[src/rtl/data_mem_arbiter_pkg.sv]
// rtl/data_mem_arbiter_pkg.sv - shared widths, port ids and range helper for the data memory arbiter
`ifndef DM_ARB_DEFINES
`define DM_ARB_DEFINES
`define DM_DATA_W 16
`define DM_ADDR_W 16
`endif

package data_mem_arbiter_pkg;

  typedef enum logic {
    PORT_CPU = 1'b0,
    PORT_DMA = 1'b1
  } port_e;

  localparam int DATA_W                  = `DM_DATA_W;
  localparam int ADDR_W                  = `DM_ADDR_W;
  localparam int DEFAULT_MAX_CPU_BURST   = 4;
  localparam int DEFAULT_ADDR_DEPTH_BITS = 3;

  // Every bit above the backed depth must be zero.
  function automatic logic addr_in_range(input logic [ADDR_W-1:0] addr, input int depth_bits);
    return (addr >> depth_bits) == '0;
  endfunction

endpackage

[src/rtl/data_mem_arbiter_if.sv]
// rtl/data_mem_arbiter_if.sv - one requester port of the data memory arbiter
interface data_mem_arbiter_if;
  import data_mem_arbiter_pkg::*;

  logic              req;
  logic              we;
  logic [ADDR_W-1:0] addr;
  logic [DATA_W-1:0] wdata;
  logic              gnt;
  logic              rvalid;
  logic [DATA_W-1:0] rdata;
  logic              err;

  modport master (
    output req, we, addr, wdata,
    input  gnt, rvalid, rdata, err
  );

  modport slave (
    input  req, we, addr, wdata,
    output gnt, rvalid, rdata, err
  );

endinterface

[src/rtl/data_mem_arbiter_response.sv]
// rtl/data_mem_arbiter_response.sv - per-port registered read response and error flag
module dm_arb_response
  import data_mem_arbiter_pkg::*;
(
  input  logic              clk,
  input  logic              rst_n,
  input  logic              granted,
  input  logic              we,
  input  logic              in_range,
  input  logic [DATA_W-1:0] mem_read_data,
  output logic              rvalid,
  output logic [DATA_W-1:0] rdata,
  output logic              err
);

  always_ff @(posedge clk or negedge rst_n) begin
    if (!rst_n) begin
      rvalid <= 1'b0;
      rdata  <= '0;
      err    <= 1'b0;
    end else begin
      rvalid <= granted & ~we;
      err    <= granted & ~in_range;
      // rdata only moves on this port's own reads so it holds across the other port's traffic.
      if (granted && !we) begin
        rdata <= in_range ? mem_read_data : '0;
      end
    end
  end

endmodule

[src/rtl/data_mem_arbiter.sv]
// rtl/data_mem_arbiter.sv - CPU-priority arbiter for the 8x16 data memory with DMA starvation guard
module data_mem_arbiter
  import data_mem_arbiter_pkg::*;
#(
  parameter int MAX_CPU_BURST   = DEFAULT_MAX_CPU_BURST,
  parameter int ADDR_DEPTH_BITS = DEFAULT_ADDR_DEPTH_BITS
) (
  input  logic                clk,
  input  logic                rst_n,
  data_mem_arbiter_if.slave   p0,
  data_mem_arbiter_if.slave   p1,
  output logic [ADDR_W-1:0]   mem_access_addr,
  output logic [DATA_W-1:0]   mem_write_data,
  output logic                mem_write_en,
  output logic                mem_read,
  input  logic [DATA_W-1:0]   mem_read_data
);

  localparam logic [3:0] BURST_LIMIT = 4'(MAX_CPU_BURST);

  logic [3:0]        starve_cnt;
  port_e             last_owner;
  logic              p0_win;
  logic              p1_win;
  logic              sel_we;
  logic              in_range;
  logic [ADDR_W-1:0] sel_addr;
  logic [DATA_W-1:0] sel_wdata;

  // Grants are held low while in reset so nothing reaches the memory pins.
  always_comb begin
    p0_win = 1'b0;
    p1_win = 1'b0;
    if (rst_n) begin
      if (p1.req && (starve_cnt == BURST_LIMIT || !p0.req)) begin
        p1_win = 1'b1;
      end else if (p0.req) begin
        p0_win = 1'b1;
      end
    end
  end

  always_comb begin
    sel_addr  = '0;
    sel_wdata = '0;
    sel_we    = 1'b0;
    if (p1_win) begin
      sel_addr  = p1.addr;
      sel_wdata = p1.wdata;
      sel_we    = p1.we;
    end else if (p0_win) begin
      sel_addr  = p0.addr;
      sel_wdata = p0.wdata;
      sel_we    = p0.we;
    end
  end

  assign in_range        = addr_in_range(sel_addr, ADDR_DEPTH_BITS);
  assign p0.gnt          = p0_win;
  assign p1.gnt          = p1_win;
  assign mem_access_addr = sel_addr;
  assign mem_write_data  = sel_wdata;
  assign mem_write_en    = (p0_win | p1_win) & sel_we & in_range;
  assign mem_read        = (p0_win | p1_win) & ~sel_we;

  always_ff @(posedge clk or negedge rst_n) begin
    if (!rst_n) begin
      starve_cnt <= 4'd0;
      last_owner <= PORT_CPU;
    end else begin
      if (p1_win || !p1.req) begin
        starve_cnt <= 4'd0;
      end else if (p0_win && starve_cnt != BURST_LIMIT) begin
        starve_cnt <= starve_cnt + 4'd1;
      end
      if (p1_win) begin
        last_owner <= PORT_DMA;
      end else if (p0_win) begin
        last_owner <= PORT_CPU;
      end
    end
  end

  dm_arb_response u_resp_p0 (
    .clk           (clk),
    .rst_n         (rst_n),
    .granted       (p0_win),
    .we            (p0.we),
    .in_range      (in_range),
    .mem_read_data (mem_read_data),
    .rvalid        (p0.rvalid),
    .rdata         (p0.rdata),
    .err           (p0.err)
  );

  dm_arb_response u_resp_p1 (
    .clk           (clk),
    .rst_n         (rst_n),
    .granted       (p1_win),
    .we            (p1.we),
    .in_range      (in_range),
    .mem_read_data (mem_read_data),
    .rvalid        (p1.rvalid),
    .rdata         (p1.rdata),
    .err           (p1.err)
  );

  a_one_gnt: assert property (@(posedge clk) disable iff (!rst_n) !(p0_win && p1_win));
  a_p0_owner: assert property (@(posedge clk) disable iff (!rst_n) p0.rvalid |-> last_owner == PORT_CPU);
  a_p1_owner: assert property (@(posedge clk) disable iff (!rst_n) p1.rvalid |-> last_owner == PORT_DMA);

endmodule

[src/flat_wrapper.sv]
// flat-port wrapper written by rule: the top's interface ports become plain ports
module data_mem_arbiter_flat import data_mem_arbiter_pkg::*;
#(
  parameter int MAX_CPU_BURST   = DEFAULT_MAX_CPU_BURST,
  parameter int ADDR_DEPTH_BITS = DEFAULT_ADDR_DEPTH_BITS
)
  (clk, rst_n, mem_access_addr, mem_write_data, mem_write_en, mem_read, mem_read_data, p0_req, p0_we, p0_addr, p0_wdata, p0_gnt, p0_rvalid, p0_rdata, p0_err, p1_req, p1_we, p1_addr, p1_wdata, p1_gnt, p1_rvalid, p1_rdata, p1_err);
  data_mem_arbiter_if p0_i ();
  data_mem_arbiter_if p1_i ();
  input  logic clk;
  input  logic rst_n;
  output logic [ADDR_W-1:0] mem_access_addr;
  output logic [DATA_W-1:0] mem_write_data;
  output logic mem_write_en;
  output logic mem_read;
  input  logic [DATA_W-1:0] mem_read_data;
  input wire logic [$bits(p0_i.req)-1:0] p0_req;
  input wire logic [$bits(p0_i.we)-1:0] p0_we;
  input wire logic [$bits(p0_i.addr)-1:0] p0_addr;
  input wire logic [$bits(p0_i.wdata)-1:0] p0_wdata;
  output wire logic [$bits(p0_i.gnt)-1:0] p0_gnt;
  output wire logic [$bits(p0_i.rvalid)-1:0] p0_rvalid;
  output wire logic [$bits(p0_i.rdata)-1:0] p0_rdata;
  output wire logic [$bits(p0_i.err)-1:0] p0_err;
  input wire logic [$bits(p1_i.req)-1:0] p1_req;
  input wire logic [$bits(p1_i.we)-1:0] p1_we;
  input wire logic [$bits(p1_i.addr)-1:0] p1_addr;
  input wire logic [$bits(p1_i.wdata)-1:0] p1_wdata;
  output wire logic [$bits(p1_i.gnt)-1:0] p1_gnt;
  output wire logic [$bits(p1_i.rvalid)-1:0] p1_rvalid;
  output wire logic [$bits(p1_i.rdata)-1:0] p1_rdata;
  output wire logic [$bits(p1_i.err)-1:0] p1_err;
  assign p0_i.req = p0_req;
  assign p0_i.we = p0_we;
  assign p0_i.addr = p0_addr;
  assign p0_i.wdata = p0_wdata;
  assign p0_gnt = p0_i.gnt;
  assign p0_rvalid = p0_i.rvalid;
  assign p0_rdata = p0_i.rdata;
  assign p0_err = p0_i.err;
  assign p1_i.req = p1_req;
  assign p1_i.we = p1_we;
  assign p1_i.addr = p1_addr;
  assign p1_i.wdata = p1_wdata;
  assign p1_gnt = p1_i.gnt;
  assign p1_rvalid = p1_i.rvalid;
  assign p1_rdata = p1_i.rdata;
  assign p1_err = p1_i.err;
  data_mem_arbiter #(.MAX_CPU_BURST(MAX_CPU_BURST), .ADDR_DEPTH_BITS(ADDR_DEPTH_BITS)) u_core (.clk(clk), .rst_n(rst_n), .p0(p0_i), .p1(p1_i), .mem_access_addr(mem_access_addr), .mem_write_data(mem_write_data), .mem_write_en(mem_write_en), .mem_read(mem_read), .mem_read_data(mem_read_data));
endmodule
[config.mk]
export PLATFORM = sky130hd
export DESIGN_NAME = data_mem_arbiter_flat
export DESIGN_NICKNAME = d
export VERILOG_FILES = /design/src/rtl/data_mem_arbiter_pkg.sv /design/src/rtl/data_mem_arbiter_if.sv /design/src/rtl/data_mem_arbiter_response.sv /design/src/rtl/data_mem_arbiter.sv /design/src/flat_wrapper.sv
export SDC_FILE = /design/constraint.sdc
export NUM_CORES = 1
export LEC_CHECK = 0
export CAP_MARGIN = 20
export CORE_MARGIN = 2
export CORE_UTILIZATION = 45
export CTS_CLUSTER_DIAMETER = 120
export DETAILED_ROUTE_END_ITERATION = 10
export DONT_BUFFER_PORTS = 1
export PLACE_DENSITY = 0.64
export SYNTH_ARGS = -nofsm -noshare
export SYNTH_HDL_FRONTEND = slang
export SYNTH_HIERARCHICAL = 1
export SYNTH_SLANG_ARGS = --single-unit
[constraint.sdc]
create_clock -name clk -period 3.9 [get_ports clk]
set_input_delay 0 -clock clk [delete_from_list [all_inputs] [get_ports clk]]
set_output_delay 0 -clock clk [all_outputs]
set_load 0.1 [all_outputs]
==> flow_summary.ini, run 1 <==
[clock_tree]
cts_hold_buffers = 21
clock-sinks = 40
cts_tree = built
cts-resized-gates = 0
insertion_delay_ns = 0.28
htreeDepth = 2
clkTransAtPathRegs_ns = 0.07
root_buffer = clkbuf_8
ctsLongestPathBuffers = 2
post_cts_buffers = 0
cts_buffers = 5

[routing]
drtIter0Drc = 98
dr.pass1.iters = 4
wl_per_cell_um = 18.2
num_vias = 1790
via_per_inst = 5.70
finalWirelength_mm = 5.71
drc = 0
final_antenna_net_count = 0

[sta]
finalSetupTns_ns = 0
hold_viol = 0
drv_slew = 0
fin_crit_sh_pct = 76.4
rsz0062_at_grt = false
fmax_mhz = 336
finalSetupViolations = 0
slew_headroom_pct = 31.7
period_minus_slack_ns = 2.98
finalClockSkew_ns = 0.00349
tightestPinTransition_ns = 1.03
whs_ns = 0.0376

[critical_path]
worstPathArrival_ns = 2.98
crit_buf_inv = 1
crit_fanout = 40
required_ns = 3.90
path_cells = inv_1 > ha_1 > nand3b_1 > a21oi_4 > a22o_1
path_class = flip-flop to output port
slowest_delay_ns = 0.96
crit_path_start_kind = flip-flop
slowest_stage = a22o_1
crit_family = compound AO/OA/AOI/OAI gates
worst_setup_path_end_kind = output port

[global_routing]
grt_first_pass_wirelength_mm = 8.39
antenna_found_initial = 0
grt-ovfl-total = 0
grt_max_degree = 42
track_usage_pct = 19.8
grt_pass1_vias = 1701

[power]
p_per_area_mw_per_mm2 = 669
peakVddDrop_mv = 0.333
leakage_nw = 1.19

[layout]
nFillCells = 425
area_delta_synth_final_pct = 15.1
final_cell_area_sq_mm = 0.00262
final_util_pct = 54.7
nets = 334
antenna_cells = 0
drive_gt1_share_pct = 7.29

[floorplanning]
die_width_um = 75.1
core_area_sq_mm = 0.00479
dieArea_sq_mm = 0.00564
initial_core_util_pct = 47.6
dieHeight_um = 75.1
rows = 25
top_level_ports = 158

[flow_run]
max_cap_viol_count = 0

[synthesis]
avgSynthCellArea_sq_um = 9.94
yosys_warnings = 6
synth.distinct_cells = 34
postSynthCellCount = 229
synth.cell_area_sq_mm = 0.00228
ys_ff_latch = 40
syn_nets = 317
ys_seq_area_share_pct = 44.0

[hold_path]
hold_class = input pin to flip-flop

[placed_design]
place_area_sq_mm = 0.00231
port_buffers = 0
hpwl_mm = 4.05
gp_congestion = 0.955

[run_status]
status = completed
[per-stage QoR]
stage	setup WS (ns)	std cells	total power (W)
after floorplan	0.435	229	0.00141
after global placement	1.28	285	0.00145
after detailed placement	1.14	285	0.00145
after CTS	0.944	314	0.00176
after global routing	0.734	314	0.00182
final	0.920	314	0.00175
[flip-flops by register name (all words and copies together) (netlist names)]
register and count:
u_core/u_resp_p0/err 1, u_core/u_resp_p1/err 1, u_core/u_resp_p1/rdata 16, u_core/starve_cnt 4, u_core/u_resp_p1/rvalid 1, u_core/u_resp_p0/rdata 16, u_core/u_resp_p0/rvalid 1
[metal layers]
layer | wire length, um | vias up | part of all wire, % | GRT usage (%)
met3 | 641 | 10 | 11 | 8.97
met5 | 0 | - | 0 | 0
li1 | - | 817 | - | -
met4 | 57 | 0 | 1.0 | 5.56
met2 | 2580 | 96 | 45 | 29.8
met1 | 2430 | 867 | 43 | 25.8
[layout make-up]
type | instances | area [sq um] | area share (%)
multi-input cells | 136 | 1030 | 39.5
clock buffers | 8 | 90.1 | 3.44
well taps | 67 | 83.8 | 3.20
flip-flops and latches | 40 | 1000 | 38.2
inverters | 38 | 143 | 5.45
repair buffers | 25 | 268 | 10.2
[cells in the mapped netlist]
master	instances	area, sq um
a21oi_1	2	10.0
buf_6	2	22.5
or3_1	1	6.26
nand4_1	2	12.5
or4_1	1	7.51
inv_1	38	143
a21oi_2	1	8.76
o211a_1	1	10.0
a222oi_1	1	10.0
a22oi_1	1	7.51
nor4_1	4	25.0
and2_1	1	6.26
dfrtp_1	40	1000
nand2_1	35	131
nor2b_4	2	27.5
o21ai_0	1	5.00
nand3b_1	1	7.51
buf_2	9	45.0
nor3_1	2	10.0
nor2b_1	2	12.5
mux2i_1	32	320
buf_12	2	40.0
and3b_4	1	12.5
nand3_1	2	10.0
buf_4	2	15.0
a32oi_1	1	8.76
ha_1	2	25.0
o211ai_1	1	7.51
a22o_1	32	280
nor2_1	3	11.3
o31ai_1	1	7.51
a211oi_1	1	7.51
a211o_1	1	8.76
a211oi_2	1	12.5
[report_power, final]
group | internal, W | total (W) | switching (W)
combinational | 0.0000892 | 0.000351 | 0.000262
clock | 0.000144 | 0.000280 | 0.000136
sequential | 0.000479 | 0.00112 | 0.000642
total | 0.000713 | 0.00175 | 0.00104
[path summary, 6_finish.rpt]
| path | start | end | slack (ns) | cells past startpoint |
|---|---|---|---|---|
| hold reg to reg | u_core/starve_cnt[0] | u_core/starve_cnt[0] | 0.58 | 2 |
| setup reg to reg | u_core/starve_cnt[0] | u_core/u_resp_p1/rdata[12] | 1.10 | 6 |
| min in group asynchronous | rst_n | u_core/starve_cnt[2] | 0.18 | 2 |
| setup / recovery | u_core/starve_cnt[0] | mem_access_addr[10] | 0.92 | 5 |
| hold / removal | p0_req | u_core/starve_cnt[0] | 0.04 | 3 |
| max in group asynchronous | rst_n | u_core/u_resp_p1/rdata[11] | 3.52 | 2 |
[worst reg2reg max path, cell delays in order, from the launching register on]
cell	delay (ns)
dfrtp_1	0.42
inv_1	0.09
ha_1	0.17
nand3b_1	0.22
a21oi_4	0.83
nor2b_4	0.71
mux2i_1	0.29
[kinds of logic (layout without fill, tap and decap cells)]
family / count (synthesis) / count (layout) / share of synthesized area [%]
adders and majority gates: 2 / 2 / 1.10
DFF: 40 / 40 / 44.0
muxes: 32 / 32 / 14.1
AOI/OAI and AO/OA: 45 / 45 / 16.9
buffers and inverters: 53 / 71 / 11.7
and+or+nand+nor: 57 / 57 / 12.3
[layout by cell type (no fill, tap or decap), drive strengths merged, types with 2 or more instances in the layout]
cell type	count
mux2i	32
dfrtp	40
nand2	35
nor4	4
a211oi	2
clkbuf	9
dlygate4sd3	20
a21oi	3
nor3	2
a22o	32
inv	38
nand3	2
nand4	2
nor2b	4
nor2	3
buf	4
ha	2
No activity file was read; power rests on OpenSTA's default activity.
==> run 2: changes to the inputs <==
--- a/config.mk
+++ b/config.mk
@@ -5,13 +5,14 @@
 export SDC_FILE = /design/constraint.sdc
 export NUM_CORES = 1
 export LEC_CHECK = 0
+export ABC_AREA = 1
 export CAP_MARGIN = 20
 export CORE_MARGIN = 2
 export CORE_UTILIZATION = 45
 export CTS_CLUSTER_DIAMETER = 120
 export DETAILED_ROUTE_END_ITERATION = 10
 export DONT_BUFFER_PORTS = 1
-export PLACE_DENSITY = 0.64
+export PLACE_DENSITY = 0.66
 export SYNTH_ARGS = -nofsm -noshare
 export SYNTH_HDL_FRONTEND = slang
 export SYNTH_HIERARCHICAL = 1
==> constraint.sdc (replaced) <==
create_clock -name clk -period 2.7 [get_ports clk]
set_input_delay 0 -clock clk [delete_from_list [all_inputs] [get_ports clk]]
set_output_delay 0 -clock clk [all_outputs]
set_load 0.1 [all_outputs]
==> run 2 against run 1 <==
Die area increased by 11%. First-iteration DRC count increased by 24%. Area after synthesis increased by 11%. Flip-flop and latch count unchanged. Clock skew increased by 0.0031 ns. Combinational power increased by 140%. Largest power group is now combinational logic. Critical endpoint is now mem_write_data[8].
==> flow_summary.ini, run 2 <==
[synthesis]
synthFlopType = dfrtp_1
postSynthCellCount = 339
ys_async_sr_fraction_pct = 100
ys_seq_area_share_pct = 39.6
yosys_warnings = 6
synthDominantCellAreaShare_pct = 39.6
synth.cell_area_sq_mm = 0.00253
yosysMostFrequentCell = nand2_1
synth_area_leader_cell = dfrtp_1
ys_ff_latch = 40
avgSynthCellArea_sq_um = 7.46
synth_area_leaders = dfrtp_1 (40%), nand2_1 (21%), a22o_1 (6.6%)
synth.distinct_cells = 29
syn_nets = 427
ys_top_cells_by_count = nand2_1 (141), inv_1 (42), dfrtp_1 (40), a22o_1 (19), nand2_2 (11)
synth_edf_count = 0

[clock_tree]
cts_hold_buffers = 21
htreeDepth = 2
cts_tree = built
clkTransAtPathRegs_ns = 0.08
post_cts_buffers = 0
clock-sinks = 40
insertion_delay_ns = 0.28
cts_buffers = 5
ctsLongestPathBuffers = 2
root_buffer = clkbuf_8
cts-resized-gates = 0

[routing]
finalWirelength_mm = 6.79
drc = 0
wl_per_cell_um = 13.8
via_per_inst = 4.92
drtIter0Drc = 122
dr.pass1.iters = 4
final_antenna_net_count = 0
num_vias = 2419

[global_routing]
grt_pass1_vias = 2379
grt_max_degree = 42
track_usage_pct = 21.8
grt_first_pass_wirelength_mm = 10.9
antenna_found_initial = 0
grt-ovfl-total = 0

[layout]
instances_no_fill = 492
nets = 508
reg.largest.list = u_core/u_resp_p0/rdata x16, u_core/u_resp_p1/rdata x16, u_core/starve_cnt x4
nFillCells = 542
layout_commonest_cell = nand2_1
layout_common_cells = nand2_1 (141), buf_4 (68), inv_1 (42), dfrtp_1 (40), dlygate4sd3_1 (20)
area_delta_synth_final_pct = 30.7
antenna_cells = 0
drive_gt1_share_pct = 27.6

[sta]
fmax_mhz = 397
rsz0062_at_grt = false
finalClockSkew_ns = 0.00657
period_minus_slack_ns = 2.52
finalSetupTns_ns = 0
fin_crit_sh_pct = 93.3
slew_headroom_pct = 39.3
hold_viol = 0
drv_slew = 0
tightestPinTransition_ns = 0.911
finalSetupViolations = 0

[critical_path]
crit_buf_inv = 4
slowest_delay_ns = 0.44
r2r_start = u_core/starve_cnt[0]
crit_fanout = 23
worst_setup_path_end_kind = output port
crit_path_start_kind = flip-flop
rr_worst_depth = 17
r2r_slack_ns = 0.32
required_ns = 2.70
r2r_end = u_core/u_resp_p0/rdata[7]
path_cells = inv_1 > ha_1 > nand3_2 > nand2_4 > nand3_2 > inv_2 > buf_4 > a22o_1 > buf_4
cp.depth = 9
path_class = flip-flop to output port
crit_family = buffers and inverters
worstPathArrival_ns = 2.52
slowest_stage = buf_4
cp-startpoint = u_core/starve_cnt[0]
endpoint = mem_write_data[8]

[floorplanning]
dieHeight_um = 79.0
die_width_um = 79.0
initial_core_util_pct = 46.2
core_area_sq_mm = 0.00547
dieArea_sq_mm = 0.00624
rows = 27
top_level_ports = 158

[placed_design]
hpwl_mm = 4.98
port_buffers = 0
place_inst = 464
gp_congestion = 0.831

[power]
seqPwrFrac_pct = 35.5
switching_share_pct = 48.0
p_comb_share_pct = 44.8
p_switching_w = 0.000911
peakVddDrop_mv = 0.297
p_per_area_mw_per_mm2 = 574
finalPower_w = 0.00190
p_int_w = 0.000986
p_clk_share_pct = 19.7
leakage_nw = 2.05

[hold_path]
hold_class = input pin to flip-flop

[run_status]
status = completed

[flow_run]
max_cap_viol_count = 0
[run 2: cell count changes after synthesis, moves of 4 or more]
cell,previous run,this run
inv_1,38,42
nor2_1,3,9
nand2_2,0,11
nor2_2,0,5
nand4_1,2,10
nand3_2,0,4
nand3_1,2,9
nor4_1,4,0
a22o_1,32,19
nand2_1,35,141
inv_2,0,10
nand2_4,0,4
mux2i_1,32,0
[run 2: worst min path at each step]
stage                      from                          to  slack (ns)  cells past startpoint
after floorplan           rst_n        u_core/starve_cnt[0]       -0.30                      0
after global placement    rst_n        u_core/starve_cnt[0]       -0.29                      0
after detailed placement  rst_n     u_core/u_resp_p1/rvalid       -0.29                      0
after CTS                 p1_we   u_core/u_resp_p1/rdata[2]        0.04                      4
after global routing      p0_we  u_core/u_resp_p0/rdata[15]        0.05                      4
final                     p0_we   u_core/u_resp_p0/rdata[0]        0.05                      4
[run 2: per-layer routing]
layer	track usage, %	routed length [um]
met2	38.6	3490
met5	0	0
met4	5.69	58
met3	5.23	451
met1	26.4	2790
[run 2: area by class of cell]
| class | instances | area, sq um | area share, % |
|---|---|---|---|
| multi-input cells | 229 | 1170 | 35.5 |
| well taps | 72 | 90.1 | 2.73 |
| clock inverters | 2 | 12.5 | 0.379 |
| clock buffers | 5 | 68.8 | 2.08 |
| flip-flops and latches | 40 | 1000 | 30.3 |
| inverters | 54 | 208 | 6.28 |
| repair buffers | 90 | 751 | 22.7 |
[run 2: worst min-delay path: stages]
cell and delay (ns):
inv_2 0.04, nand2_4 0.12, nand2_1 0.09, nand2_1 0.05
[run 2: power groups by stage]
stage               clock network, W  registers (W)  logic [W]
CTS                         0.000388       0.000674   0.000851
global placement                   0       0.000684   0.000796
detailed placement                 0       0.000686   0.000803
floorplan                          0       0.000965   0.000399
finish                      0.000373       0.000674   0.000849
global route                0.000413       0.000678   0.000888
[run 2: per-stage QoR]
| stage | worst slack, ns | hold slack (ns) | instance area (sq um) | util (%) |
|---|---|---|---|---|
| 6_report | 0.181 | 0.0512 | 3310 | 60.4 |
| 5_1_grt | 0.0133 | 0.0542 | 3310 | 60.4 |
| 4_1_cts | 0.159 | 0.0427 | 3310 | 60.4 |
| 3_5_place_dp | 0.352 | -0.294 | 3000 | 54.9 |
| 3_3_place_gp | 0.482 | -0.293 | 3000 | 54.9 |
| 2_1_floorplan | 0.0575 | -0.296 | 2530 | - |
[run 2: logic make-up after synthesis]
kind of cell,count (synthesis),synth area share [%]
simple gates,199,36.3
compound gates,28,8.56
fa+ha+maj,2,0.989
flops,40,39.6
buf+inv,70,14.6
